--- config.mk ---
export PLATFORM = sky130hd
export DESIGN_NAME = mode_sequencer
export DESIGN_NICKNAME = d
export VERILOG_FILES = /design/src/rtl/mode_sequencer_pkg.sv /design/src/rtl/mode_sequencer_edge_sync.sv /design/src/rtl/mode_sequencer.sv
export SDC_FILE = /design/constraint.sdc
export NUM_CORES = 1
export LEC_CHECK = 0
export CAP_MARGIN = 10
export CORE_MARGIN = 2
export CORE_UTILIZATION = 55
export CTS_CLUSTER_DIAMETER = 50
export DETAILED_ROUTE_END_ITERATION = 16
export HOLD_SLACK_MARGIN = 0.12
export PLACE_DENSITY = 0.82
export SYNTH_ARGS = -nofsm -noshare
export SYNTH_HDL_FRONTEND = slang
export SYNTH_HIERARCHICAL = 1
export SYNTH_SLANG_ARGS = --single-unit
export TNS_END_PERCENT = 10
--- constraint.sdc ---
create_clock -name clk -period 4.64 [get_ports clk]
set_input_delay 1.16 -clock clk [delete_from_list [all_inputs] [get_ports clk]]
set_output_delay 1.16 -clock clk [all_outputs]
set_load 0.1 [all_outputs]
--- src/rtl/mode_sequencer_pkg.sv ---
// Shared constants for the mode sequencer: FSM encoding and default tick divider.
package mode_sequencer_pkg;

  typedef enum logic [1:0] {
    ST_MENU = 2'd0,
    ST_RUN  = 2'd1,
    ST_EXIT = 2'd2
  } state_t;

  // 100 MHz system clock divided down to a 1 ms tick
  localparam int unsigned DEFAULT_TICK_DIV = 100000;

endpackage

--- src/rtl/mode_sequencer_edge_sync.sv ---
// Two-flop synchroniser for a raw button level plus a registered rising-edge pulse.
module mode_sequencer_edge_sync (
  input  logic clk,
  input  logic rst,
  input  logic d,
  output logic pulse
);

  logic sync1;
  logic sync2;
  logic sync3;

  // Synchronise the raw level and register a one-cycle pulse on its rising edge
  always_ff @(posedge clk or posedge rst) begin
    if (rst) begin
      sync1 <= 1'b0;
      sync2 <= 1'b0;
      sync3 <= 1'b0;
      pulse <= 1'b0;
    end else begin
      sync1 <= d;
      sync2 <= sync1;
      sync3 <= sync2;
      pulse <= sync2 & ~sync3;
    end
  end

endmodule

--- src/rtl/mode_sequencer.sv ---
// Menu/mode controller: selects one of MODES blocks from a one-hot key, runs it
// until cancel, done or idle timeout, and keeps the shared tick / system time.
module mode_sequencer
  import mode_sequencer_pkg::*;
#(
  parameter  int unsigned MODES         = 5,
  parameter  int unsigned KEY_W         = 7,
  parameter  int unsigned TICK_DIV      = DEFAULT_TICK_DIV,
  parameter  int unsigned TIMEOUT_TICKS = 30000,
  localparam int unsigned SEL_W         = $clog2(MODES + 1)
) (
  input  logic             clk,
  input  logic             rst,
  input  logic             submit,
  input  logic             cancel,
  input  logic [KEY_W-1:0] key,
  input  logic [MODES-1:0] mode_busy,
  input  logic [MODES-1:0] mode_done,
  output logic [MODES-1:0] mode_en,
  output logic [SEL_W-1:0] mode_sel,
  output logic [SEL_W-1:0] preview,
  output logic             key_err,
  output logic             submit_p,
  output logic             tick,
  output logic [15:0]      sys_time
);

  localparam int unsigned DIV_W  = (TICK_DIV < 2) ? 1 : $clog2(TICK_DIV);
  localparam int unsigned IDLE_W = (TIMEOUT_TICKS < 2) ? 1 : $clog2(TIMEOUT_TICKS + 1);

  // Mode code of a key: index+1 when exactly one bit is set below MODES, else 0
  function automatic logic [SEL_W-1:0] key_code(input logic [KEY_W-1:0] k);
    logic [SEL_W-1:0] code;
    code = '0;
    if ($onehot(k)) begin
      for (int i = 0; i < int'(MODES); i++) begin
        if (k[i]) code = SEL_W'(i + 1);
      end
    end
    return code;
  endfunction

  state_t state_q;
  state_t state_d;

  logic [KEY_W-1:0]  key_s1;
  logic [KEY_W-1:0]  key_s2;
  logic [KEY_W-1:0]  key_s3;
  logic              cancel_p;
  logic [SEL_W-1:0]  key_code_c;
  logic              key_ok_c;
  logic              done_act_c;
  logic              busy_act_c;
  logic              timeout_c;
  logic              exit_c;
  logic              act_c;
  logic [IDLE_W-1:0] idle_q;
  logic [DIV_W-1:0]  div_q;

  logic [MODES-1:0]  mode_en_d;
  logic [SEL_W-1:0]  mode_sel_d;
  logic [SEL_W-1:0]  preview_d;
  logic              key_err_d;

  mode_sequencer_edge_sync u_submit_sync (
    .clk   (clk),
    .rst   (rst),
    .d     (submit),
    .pulse (submit_p)
  );

  mode_sequencer_edge_sync u_cancel_sync (
    .clk   (clk),
    .rst   (rst),
    .d     (cancel),
    .pulse (cancel_p)
  );

  // Key synchroniser; the third stage only feeds change detection for the idle counter
  always_ff @(posedge clk or posedge rst) begin
    if (rst) begin
      key_s1 <= '0;
      key_s2 <= '0;
      key_s3 <= '0;
    end else begin
      key_s1 <= key;
      key_s2 <= key_s1;
      key_s3 <= key_s2;
    end
  end

  // Qualified events: only the active mode's done/busy count, and cancel wins over submit in MENU
  always_comb begin
    key_code_c = key_code(key_s2);
    key_ok_c   = |key_code_c;
    done_act_c = |(mode_done & mode_en);
    busy_act_c = |(mode_busy & mode_en);
    timeout_c  = (TIMEOUT_TICKS != 0) && (idle_q == IDLE_W'(TIMEOUT_TICKS));
    exit_c     = cancel_p | done_act_c | timeout_c;
    act_c      = submit_p & ~cancel_p;
  end

  // State register
  always_ff @(posedge clk or posedge rst) begin
    if (rst) state_q <= ST_MENU;
    else     state_q <= state_d;
  end

  // Next-state logic
  always_comb begin
    state_d = state_q;
    case (state_q)
      ST_MENU: if (act_c && key_ok_c) state_d = ST_RUN;
      ST_RUN:  if (exit_c)            state_d = ST_EXIT;
      ST_EXIT:                        state_d = ST_MENU;
      default:                        state_d = ST_MENU;
    endcase
  end

  // Next values of the registered outputs; EXIT drops the enable one cycle before the select
  always_comb begin
    mode_en_d  = mode_en;
    mode_sel_d = mode_sel;
    preview_d  = preview;
    key_err_d  = 1'b0;
    case (state_q)
      ST_MENU: begin
        preview_d = key_code_c;
        if (act_c) begin
          if (key_ok_c) begin
            mode_en_d  = key_s2[MODES-1:0];
            mode_sel_d = key_code_c;
          end else begin
            key_err_d = 1'b1;
          end
        end
      end
      ST_RUN: begin
        preview_d = mode_sel;
        if (exit_c) mode_en_d = '0;
      end
      ST_EXIT: begin
        mode_en_d  = '0;
        mode_sel_d = '0;
        preview_d  = '0;
      end
      default: begin
        mode_en_d  = '0;
        mode_sel_d = '0;
        preview_d  = '0;
      end
    endcase
  end

  // Output registers
  always_ff @(posedge clk or posedge rst) begin
    if (rst) begin
      mode_en  <= '0;
      mode_sel <= '0;
      preview  <= '0;
      key_err  <= 1'b0;
    end else begin
      mode_en  <= mode_en_d;
      mode_sel <= mode_sel_d;
      preview  <= preview_d;
      key_err  <= key_err_d;
    end
  end

  // Idle tick counter for RUN; any user or mode activity restarts it, saturating at the limit
  always_ff @(posedge clk or posedge rst) begin
    if (rst) begin
      idle_q <= '0;
    end else if (state_q != ST_RUN || submit_p || (key_s2 != key_s3) || busy_act_c) begin
      idle_q <= '0;
    end else if (tick && idle_q != IDLE_W'(TIMEOUT_TICKS)) begin
      idle_q <= idle_q + IDLE_W'(1);
    end
  end

  // Free-running tick divider and system time, independent of the FSM state
  always_ff @(posedge clk or posedge rst) begin
    if (rst) begin
      div_q    <= '0;
      tick     <= 1'b0;
      sys_time <= '0;
    end else if (div_q == DIV_W'(TICK_DIV - 1)) begin
      div_q    <= '0;
      tick     <= 1'b1;
      sys_time <= sys_time + 16'd1;
    end else begin
      div_q    <= div_q + DIV_W'(1);
      tick     <= 1'b0;
    end
  end

endmodule

==> results.cfg <==
[outcome]
status = finished clean

[timing]
skew_ns = 0.0114
period_share = 0.815
setup_tns_ns = 0
relSlewSlack = 0.340
hold_viol_final = 0
timing.final.ws_setup_ns = 0.859
slew_violations = 0
fmax_mhz = 264
setup_viol = 0
rsz0062_at_grt = false
max_slew.worst_pin.slew_ns = 0.987
fin_crit_ns = 3.78

[setup_path]
path_buf_inv = 2
rr_worst_depth = 10
cp.required_ns = 4.92
rrSetupSlack_ns = 0.86
cpPeakStageDelay_ns = 0.53
worstPathArrival_ns = 4.06
critPathMostFrequentCell = fa_1
path_class = reg2reg
endpoint_kind = flip-flop
path_cells = inv_1 -> fa_1 -> fa_1 -> fa_1 -> inv_1 -> fa_1 -> or3_1 -> a211o_1 -> a32oi_4 -> mux2i_1
worstSetupPathDepth = 10
crit_family = adder cells
cp_max_fo = 6
cp_slowest_cell = fa_1
start_kind = flip-flop

[grt]
grt-ovfl-total = 0
grt_max_degree = 64
grt_pass1_vias = 2863
track_usage = 0.194
antenna_found_initial = 0
grt_pass1_wl_um = 13000

[pwr]
pwr-share-comb = 0.261
p_sw_mw = 0.703
pwr-share-clk = 0.269
leakage_nw = 2.11
seq_power_share = 0.471
p_per_area_nw_per_um2 = 392
swShare = 0.369
intPower_mw = 1.20
peakVddDrop_mv = 0.213

[finish]
multiInputGateArea_um2 = 1630
layout-drive-gt1-share = 0.0675
nFillCells = 528
layout.nets = 440
seq_area_um2 = 2300
layout_common_cells = dfrtp_1, clkdlybuf4s50_1, nand2_1
final_util = 0.678
n_antenna_cell = 0
final_cell_area_um2 = 4870
syn_to_final_growth_pct = 20.1
final_common_cell = dfrtp_1

[die]
initial_core_util = 0.565
io_pins = 51
die_w_um = 89.8
dieArea_um2 = 8070
core_um2 = 7180
row_count = 31
die_h_um = 89.8

[job]
cap_violations = 0

[place]
dp_slack_ns = 0.890
placedInstanceArea_um2 = 4650
dp_hpwl_um = 5180
io_buffers = 50
gp_congestion = 0.856

[logic_synthesis]
synth-edff-count = 0
yosysSeqAreaShare = 0.568
ys_types = 48
synth_flop_cell = dfrtp_1
synthCells = 355
ys_ff_latch = 92
netlist_area_um2 = 4050
synthArstFlopShare = 1.00
synth.avg_cell_area_um2 = 11.4
yosysWarnings = 6
syn_nets = 385

[clock_network]
ctsResizeCount = 0
cts_tree = done
clk_latency_ns = 0.36
post_cts_buffers = 0
cts_sinks = 92
root_buffer = clkbuf_8
cts_buffers = 9
clock_path_buffers = 2
cts_hold_buf = 0
cts_max_level = 3
path_clk_slew_ns = 0.09

[worst_hold_path]
min_path_cells = 0
min_path_type = reg2reg

[route]
drc = 0
first_pass_iters = 6
drt_wl_total_um = 7220
vias = 2763
first_iter_violations = 214
vias_per_cell = 5.38
wl_per_cell_um = 14.0
antenna_left = 0
-- synthesized netlist by cell type (5+ instances only) --
cell type | instances | area (um2)
xnor2_1 | 27 | 236
inv_1 | 23 | 86.3
and4_1 | 7 | 61.3
nor2_1 | 27 | 101
nand2_1 | 32 | 120
dfrtp_1 | 92 | 2300
nor3_1 | 11 | 55.1
mux2i_1 | 6 | 60.1
xor2_1 | 19 | 166
nand4_1 | 15 | 93.8
nor4_1 | 6 | 37.5
ha_1 | 5 | 62.6
a21oi_1 | 9 | 45.0
nand3_1 | 17 | 85.1
-- per-layer routing --
metal,routed length [um],GRT usage,share of wire,vias to the layer above
li1,-,-,-,1330
met1,3370,0.262,0.47,1371
met2,3530,0.318,0.49,54
met3,244,0.0411,0.034,8
met4,78,0.0615,0.011,0
met5,0,0,0,-
-- cell families after synthesis --
| family | Yosys count | synth area share |
|---|---|---|
| simple gates | 143 | 0.198 |
| flops | 92 | 0.568 |
| xor+xnor | 46 | 0.0994 |
| mux | 6 | 0.0148 |
| fa+ha+maj | 9 | 0.0352 |
| compound gates | 28 | 0.0544 |
| buf+inv | 31 | 0.0300 |
-- worst paths after layout --
path | from | end
min in group asynchronous | rst | u_submit_sync/pulse
max in group asynchronous | rst | div_q[10]
worst min register to register | u_cancel_sync/sync1 | u_cancel_sync/sync2
worst min-delay path | u_cancel_sync/sync1 | u_cancel_sync/sync2
worst max-delay path | key_s2[1] | mode_en[4]
worst max register to register | key_s2[1] | mode_en[4]
-- power by group through the flow --
| stage | Combinational (mW) | Sequential (mW) | Clock, mW |
|---|---|---|---|
| 2_1_floorplan | 0.111 | 1.17 | 0 |
| 6_report | 0.497 | 0.897 | 0.512 |
| 5_1_grt | 0.519 | 0.905 | 0.555 |
| 4_1_cts | 0.497 | 0.898 | 0.525 |
| 3_3_place_gp | 0.489 | 0.912 | 0 |
| 3_5_place_dp | 0.496 | 0.914 | 0 |
-- area by class of cell --
type	count	share of cell area
Sequential cell	92	0.473
Multi-Input combinational cell	232	0.334
Inverter	23	0.0180
Timing Repair Buffer	52	0.110
Clock buffer	10	0.0283
Tap cell	99	0.0254
Clock inverter	6	0.0108
-- stage by stage --
step / std cells / hold slack, ns / power [mW]
global placement: 497 / 0.333 / 1.40
detailed placement: 497 / 0.336 / 1.41
CTS: 513 / 0.360 / 1.92
global route: 514 / 0.364 / 1.98
finish: 514 / 0.352 / 1.91
floorplan: 355 / 0.331 / 1.28
-- flip-flops by register name, summed over array words and instances (netlist names) --
register             flops
div_q                   17
idle_q                  15
key_err                  1
key_s1                   7
key_s2                   7
key_s3                   7
mode_en                  5
mode_sel                 3
preview                  3
state_q                  2
sys_time                16
tick                     1
u_cancel_sync/pulse      1
u_cancel_sync/sync1      1
u_cancel_sync/sync2      1
u_cancel_sync/sync3      1
u_submit_sync/pulse      1
u_submit_sync/sync1      1
u_submit_sync/sync2      1
u_submit_sync/sync3      1
(Power assumes the default switching activity.)
